==> config.mk <==
export PLATFORM = sky130hd
export DESIGN_NAME = p2s_serializer_flat
export DESIGN_NICKNAME = d
export VERILOG_FILES = /design/src/rtl/p2s_serializer_pkg.sv /design/src/rtl/p2s_serializer_if.sv /design/src/rtl/p2s_block_buf.sv /design/src/rtl/p2s_serializer.sv /design/src/flat_wrapper.sv
export SDC_FILE = /design/constraint.sdc
export NUM_CORES = 1
export LEC_CHECK = 0
export CORE_ASPECT_RATIO = 0.7
export CORE_MARGIN = 5
export CORE_UTILIZATION = 40
export DETAILED_ROUTE_END_ITERATION = 16
export GPL_ROUTABILITY_DRIVEN = 0
export SETUP_SLACK_MARGIN = 0.3
export SLEW_MARGIN = 20
export SYNTH_ARGS = -nofsm -noshare
export SYNTH_HDL_FRONTEND = slang
export SYNTH_SLANG_ARGS = --single-unit
==> constraint.sdc <==
create_clock -name clk -period 15 [get_ports clk]
set_input_delay 3 -clock clk [delete_from_list [all_inputs] [get_ports clk]]
set_output_delay 3 -clock clk [all_outputs]
set_load 0.01 [all_outputs]
==> src/rtl/p2s_serializer_pkg.sv <==
// Shared widths, word-frame field offsets and FSM encoding for the output
// serializer and its block buffer.
package p2s_serializer_pkg;

  localparam int IO_WIDTH    = 32;
  localparam int BLOCK_WIDTH = 128;
  localparam int WORD_WIDTH  = IO_WIDTH + 2;
  localparam int LAST_BIT    = IO_WIDTH + 1;
  localparam int TAG_BIT     = IO_WIDTH;
  localparam int BEATS       = BLOCK_WIDTH / IO_WIDTH;
  localparam int BEAT_WIDTH  = (BEATS > 1) ? $clog2(BEATS) : 1;

  typedef enum logic {
    IDLE = 1'b0,
    SEND = 1'b1
  } state_t;

  // Buffer entry: {tag, block}
  typedef logic [BLOCK_WIDTH:0] entry_t;

endpackage

==> src/rtl/p2s_serializer_if.sv <==
// Block-in / word-out bus of the serializer; master is the environment
// (core + downstream), slave is the serializer itself.
interface p2s_serializer_if;
  import p2s_serializer_pkg::*;

  // Both sides are valid/ready: a transfer happens on a clk edge where
  // valid && ready; valid and its payload stay stable until that edge.
  logic                   in_valid;
  logic                   in_ready;
  logic [BLOCK_WIDTH-1:0] in_block;
  logic                   in_tag;
  logic                   out_valid;
  logic                   out_ready;
  logic [WORD_WIDTH-1:0]  out_word;

  modport master (
    output in_valid, in_block, in_tag, out_ready,
    input  in_ready, out_valid, out_word
  );

  modport slave (
    input  in_valid, in_block, in_tag, out_ready,
    output in_ready, out_valid, out_word
  );

endinterface

==> src/rtl/p2s_block_buf.sv <==
// Circular store of {tag, block} entries with read/write pointers and an
// occupancy count that includes the block currently being serialized.
module p2s_block_buf
  import p2s_serializer_pkg::*;
#(
  parameter int DEPTH = 2
) (
  input  logic                     clk,
  input  logic                     rst_n,
  input  logic                     flush,
  input  logic                     wr_en,
  input  entry_t                   wr_data,
  input  logic                     rd_en,
  output entry_t                   rd_data,
  output entry_t                   rd_next_data,
  output logic [$clog2(DEPTH):0]   cnt,
  output logic                     full
);

  localparam int PTR_WIDTH = $clog2(DEPTH);
  localparam logic [PTR_WIDTH:0] FULL_CNT = (PTR_WIDTH+1)'(DEPTH);

  entry_t               mem [DEPTH];
  logic [PTR_WIDTH-1:0] wr_ptr;
  logic [PTR_WIDTH-1:0] rd_ptr;
  logic [PTR_WIDTH-1:0] rd_ptr_nxt;

  assign rd_ptr_nxt = rd_ptr + 1'b1;

  // Storage is deliberately not cleared by reset or flush.
  always_ff @(posedge clk) begin
    if (wr_en && !flush) mem[wr_ptr] <= wr_data;
  end

  always_ff @(posedge clk or negedge rst_n) begin
    if (!rst_n) begin
      wr_ptr <= '0;
      rd_ptr <= '0;
      cnt    <= '0;
    end else if (flush) begin
      wr_ptr <= '0;
      rd_ptr <= '0;
      cnt    <= '0;
    end else begin
      if (wr_en) wr_ptr <= wr_ptr + 1'b1;
      if (rd_en) rd_ptr <= rd_ptr_nxt;
      case ({wr_en, rd_en})
        2'b10:   cnt <= cnt + 1'b1;
        2'b01:   cnt <= cnt - 1'b1;
        default: cnt <= cnt;
      endcase
    end
  end

  assign rd_data      = mem[rd_ptr];
  assign rd_next_data = mem[rd_ptr_nxt];
  assign full         = (cnt == FULL_CNT);

endmodule

==> src/rtl/p2s_serializer.sv <==
// Buffers parallel SM4 blocks and emits each as BEATS {last, tag, data}
// words, most-significant word first, with no bubble between blocks.
module p2s_serializer
  import p2s_serializer_pkg::*;
#(
  parameter int BUF_DEPTH = 2
) (
  input  logic                         clk,
  input  logic                         rst_n,
  input  logic                         flush,
  p2s_serializer_if.slave              bus,
  output logic                         buf_empty,
  output logic                         buf_full,
  output state_t                       dbg_state,
  output logic [$clog2(BUF_DEPTH):0]   dbg_cnt
);

  localparam int BUF_WIDTH = $clog2(BUF_DEPTH);
  localparam logic [BEAT_WIDTH-1:0] LAST_BEAT = BEAT_WIDTH'(BEATS - 1);
  localparam logic [BUF_WIDTH:0]    CNT_ONE   = (BUF_WIDTH+1)'(1);

  state_t                 state;
  state_t                 state_nxt;
  logic [BLOCK_WIDTH-1:0] shreg;
  logic                   tag;
  logic [BEAT_WIDTH-1:0]  beat;
  logic [BUF_WIDTH:0]     cnt;
  logic                   accept;
  logic                   advance;
  logic                   retire;
  logic                   load;
  entry_t                 load_data;
  entry_t                 rd_data;
  entry_t                 rd_next_data;

  assign accept  = bus.in_valid && bus.in_ready;
  assign advance = (state == SEND) && bus.out_ready;
  assign retire  = advance && (beat == LAST_BEAT);

  p2s_block_buf #(.DEPTH(BUF_DEPTH)) u_buf (
    .clk          (clk),
    .rst_n        (rst_n),
    .flush        (flush),
    .wr_en        (accept),
    .wr_data      ({bus.in_tag, bus.in_block}),
    .rd_en        (retire),
    .rd_data      (rd_data),
    .rd_next_data (rd_next_data),
    .cnt          (cnt),
    .full         (buf_full)
  );

  always_ff @(posedge clk or negedge rst_n) begin
    if (!rst_n) begin
      state <= IDLE;
      shreg <= '0;
      tag   <= 1'b0;
      beat  <= '0;
    end else if (flush) begin
      state <= IDLE;
      shreg <= '0;
      tag   <= 1'b0;
      beat  <= '0;
    end else begin
      state <= state_nxt;
      if (load) begin
        shreg <= load_data[BLOCK_WIDTH-1:0];
        tag   <= load_data[BLOCK_WIDTH];
        beat  <= '0;
      end else if (advance) begin
        shreg <= shreg << IO_WIDTH;
        beat  <= beat + 1'b1;
      end
    end
  end

  // On the final beat the next block is the stored successor, or, when the
  // buffer would drain, the block being accepted in that same cycle.
  always_comb begin
    state_nxt = state;
    load      = 1'b0;
    load_data = rd_data;
    case (state)
      IDLE: begin
        if (cnt != '0) begin
          load      = 1'b1;
          state_nxt = SEND;
        end
      end
      SEND: begin
        if (retire) begin
          if (cnt != CNT_ONE) begin
            load      = 1'b1;
            load_data = rd_next_data;
          end else if (accept) begin
            load      = 1'b1;
            load_data = {bus.in_tag, bus.in_block};
          end else begin
            state_nxt = IDLE;
          end
        end
      end
      default: state_nxt = IDLE;
    endcase
  end

  always_comb begin
    bus.out_valid = (state == SEND);
    bus.out_word  = '0;
    if (state == SEND) begin
      bus.out_word[LAST_BIT]       = (beat == LAST_BEAT);
      bus.out_word[TAG_BIT]        = tag;
      bus.out_word[IO_WIDTH-1:0]   = shreg[BLOCK_WIDTH-1 -: IO_WIDTH];
    end
    bus.in_ready = !buf_full;
    buf_empty    = (cnt == '0) && (state == IDLE);
    dbg_state    = state;
    dbg_cnt      = cnt;
  end

endmodule
==> src/flat_wrapper.sv <==
// flat-port wrapper written by rule: the top's interface ports become plain ports
module p2s_serializer_flat import p2s_serializer_pkg::*;
#(
  parameter int BUF_DEPTH = 2
)
  (clk, rst_n, flush, buf_empty, buf_full, dbg_state, dbg_cnt, bus_in_valid, bus_in_block, bus_in_tag, bus_out_ready, bus_in_ready, bus_out_valid, bus_out_word);
  p2s_serializer_if bus_i ();
  input  logic clk;
  input  logic rst_n;
  input  logic flush;
  output logic buf_empty;
  output logic buf_full;
  output state_t dbg_state;
  output logic [$clog2(BUF_DEPTH):0] dbg_cnt;
  input wire logic [$bits(bus_i.in_valid)-1:0] bus_in_valid;
  input wire logic [$bits(bus_i.in_block)-1:0] bus_in_block;
  input wire logic [$bits(bus_i.in_tag)-1:0] bus_in_tag;
  input wire logic [$bits(bus_i.out_ready)-1:0] bus_out_ready;
  output wire logic [$bits(bus_i.in_ready)-1:0] bus_in_ready;
  output wire logic [$bits(bus_i.out_valid)-1:0] bus_out_valid;
  output wire logic [$bits(bus_i.out_word)-1:0] bus_out_word;
  assign bus_i.in_valid = bus_in_valid;
  assign bus_i.in_block = bus_in_block;
  assign bus_i.in_tag = bus_in_tag;
  assign bus_i.out_ready = bus_out_ready;
  assign bus_in_ready = bus_i.in_ready;
  assign bus_out_valid = bus_i.out_valid;
  assign bus_out_word = bus_i.out_word;
  p2s_serializer #(.BUF_DEPTH(BUF_DEPTH)) u_core (.clk(clk), .rst_n(rst_n), .flush(flush), .bus(bus_i), .buf_empty(buf_empty), .buf_full(buf_full), .dbg_state(dbg_state), .dbg_cnt(dbg_cnt));
endmodule
==> reports/results.tsv <==
metric	value	unit
grt_max_degree	76	
wl_per_cell	23.3	µm
grt.busiest_layer	met2	
hpwl	26.6	mm
wirelength	46.9	mm
rsz0062_at_grt	no	
ys_seq_area_share	65.7	%
drive_above_1_share	6.66	%
drtIter0Drc	911	
cap_violations	0	
detail-route-antenna-nets	0	
whs	0.479	ns
leakage	6.82	nW
io_pins	175	
syn_inst	1304	
powerDensity	122	nW/µm²
synth_nets	1442	
die_area	46700	µm²
fin_crit_sh	38.7	%
nFillCells	3697	
syn_avg_cell_area	13.0	µm²
grt_pass1_vias	12100	
cp-end-kind	flip-flop	
worst_pin_slew	1.08	ns
synth_top_area_cell	edfxtp_1	
dpl_cell_area	19100	µm²
cts_buffers	40	
max-slew-margin-rel	27.9	%
ys_top_cells_by_count	258 x edfxtp_1, 136 x dfrtp_1, 100 x nor2_1	
async_flop_share	34.5	%
post_cts_buffers	0	
hold_violations	0	
start_util	40.2	%
period_needed	5.80	ns
via_per_inst	5.84	
crit_type	input port to flip-flop	
grtUsageMet3	2.97	%
grtUsageMet2	33.5	%
fmax	0.172	GHz
yosysWarnings	0	
p_total	2.48	mW
die_w	256	µm
drc	0	
synth.distinct_cells	51	
synth_top_area_share	45.7	%
ctsHoldBuffers	0	
clock_skew	0.00927	ns
firstDrtPassIters	5	
grt_pass1_wl	72.1	mm
start_kind	input port	
ys.flop_type	edfxtp_1	
ys_seq_elements	394	
holdCritPathClass	flip-flop to flip-flop	
vdd_ir_drop_max	0.0777	mV
grt_use_met1	26.2	%
fin_cells	2009	
synth-edff-count	258	
route.vias.total	11700	
synthTopCellsByArea	edfxtp_1 46%, dfrtp_1 20%, o22a_1 5.1%	
cts.sinks	394	
clk_path_buf_depth	3	
antenna_found_initial	1	
setup_viol	0	
syn-cell-area	17000	µm²
num_rows	63	
crit_required	15.15	ns
yosysMostFrequentCell	edfxtp_1	
overflow	0	
clk_latency	0.53	ns
area_delta_synth_final	20.2	%
fin_area	20400	µm²
port_buffers	174	
crit_fanout	71	
finalMaxSlewViolations	0	
htree_levels	2	
cts_tree	built	
track_usage	19.5	%
die_y	182	µm
setup_tns	0	ns
path_clk_slew	0.06	ns
coreArea	42200	µm²
clockRootBuffer	clkbuf_16	
outcome	finished clean	
worst_ep_arrival_time	5.95	ns
nets	1564	
dp.cells	1936	
cts_resized	0	
final cells by class:
type	instances	area (µm²)	area share (%)
tap	552	691	3.39
multi-input combinational	792	5370	26.3
clock inverter	11	109	0.534
inverter	3	11.3	0.0552
timing repair buffer	195	1900	9.32
sequential	394	11200	54.7
clock buffer	61	1150	5.65
antenna	1	2.50	0.0123
metrics by stage:
step | setup slack (ns) | utilization [%]
after detailed placement | 8.66 | 45.4
after floorplan | 1.40 | -
after global placement | 8.68 | 45.4
after CTS | 9.23 | 48.3
after global routing | 9.12 | 48.3
final | 9.20 | 48.3
sequential cells by signal, indices dropped and copies added (netlist names):
signal	flops
u_core.u_buf.rd_ptr	1
u_core.beat	2
u_core.bus.out_valid	1
u_core.u_buf.wr_ptr	1
u_core.tag	1
u_core.shreg	128
u_core.u_buf.cnt	2
u_core.u_buf.mem	258
metal layers:
| metal | vias to the layer above | wire length (µm) |
|---|---|---|
| met3 | 58 | 2120 |
| met5 | - | 0 |
| met2 | 323 | 23300 |
| met1 | 5968 | 20500 |
| li1 | 5388 | - |
| met4 | 0 | 1040 |
layout by cell type, fill, tap and decap left out, types with 41 or more instances in the layout:
master             n
edfxtp_1         258
clkdlybuf4s50_1  173
dfrtp_1          134
nor2_1           100
o22a_1            98
o211ai_1          96
a22oi_1           95
nand2_1           66
o31ai_1           58
o21ai_1           50
o21ai_0           48
clkbuf_16         41
logic make-up after synthesis:
family                   synth area share, %
AO/OA/AOI/OAI                           21.7
flip-flops                              65.7
AND/OR/NAND/NOR                         7.14
buffers and inverters                   3.06
multiplexers                            1.90
XOR/XNOR                               0.207
adder cells (fa/ha/maj)                0.295
worst max-delay path: stages:
cell and delay, ns:
clkdlybuf4s50_1 0.84, nor3_2 0.32, buf_4 0.81, buf_4 0.83
power by group:
group	leakage, nW	switching, mW	internal, mW	total, mW
sequential	4.21	0.0523	1.24	1.30
combinational	2.00	0.128	0.0869	0.215
clock	0.614	0.407	0.564	0.971
path summary, 6_finish.rpt:
check	slack (ns)	start	cells past startpoint	end
worst max-delay path	9.20	flush	4	u_core.u_buf.mem[0][103]
worst min-delay path	0.48	u_core.shreg[14]	2	u_core.shreg[14]
worst max register to register	11.51	u_core.bus.out_valid	6	u_core.shreg[78]
worst min register to register	0.48	u_core.shreg[14]	2	u_core.shreg[14]
max in group asynchronous	10.98	rst_n	2	u_core.shreg[63]
min in group asynchronous	2.53	rst_n	1	u_core.shreg[107]
Note: power is estimated with default switching activity, not from simulation.
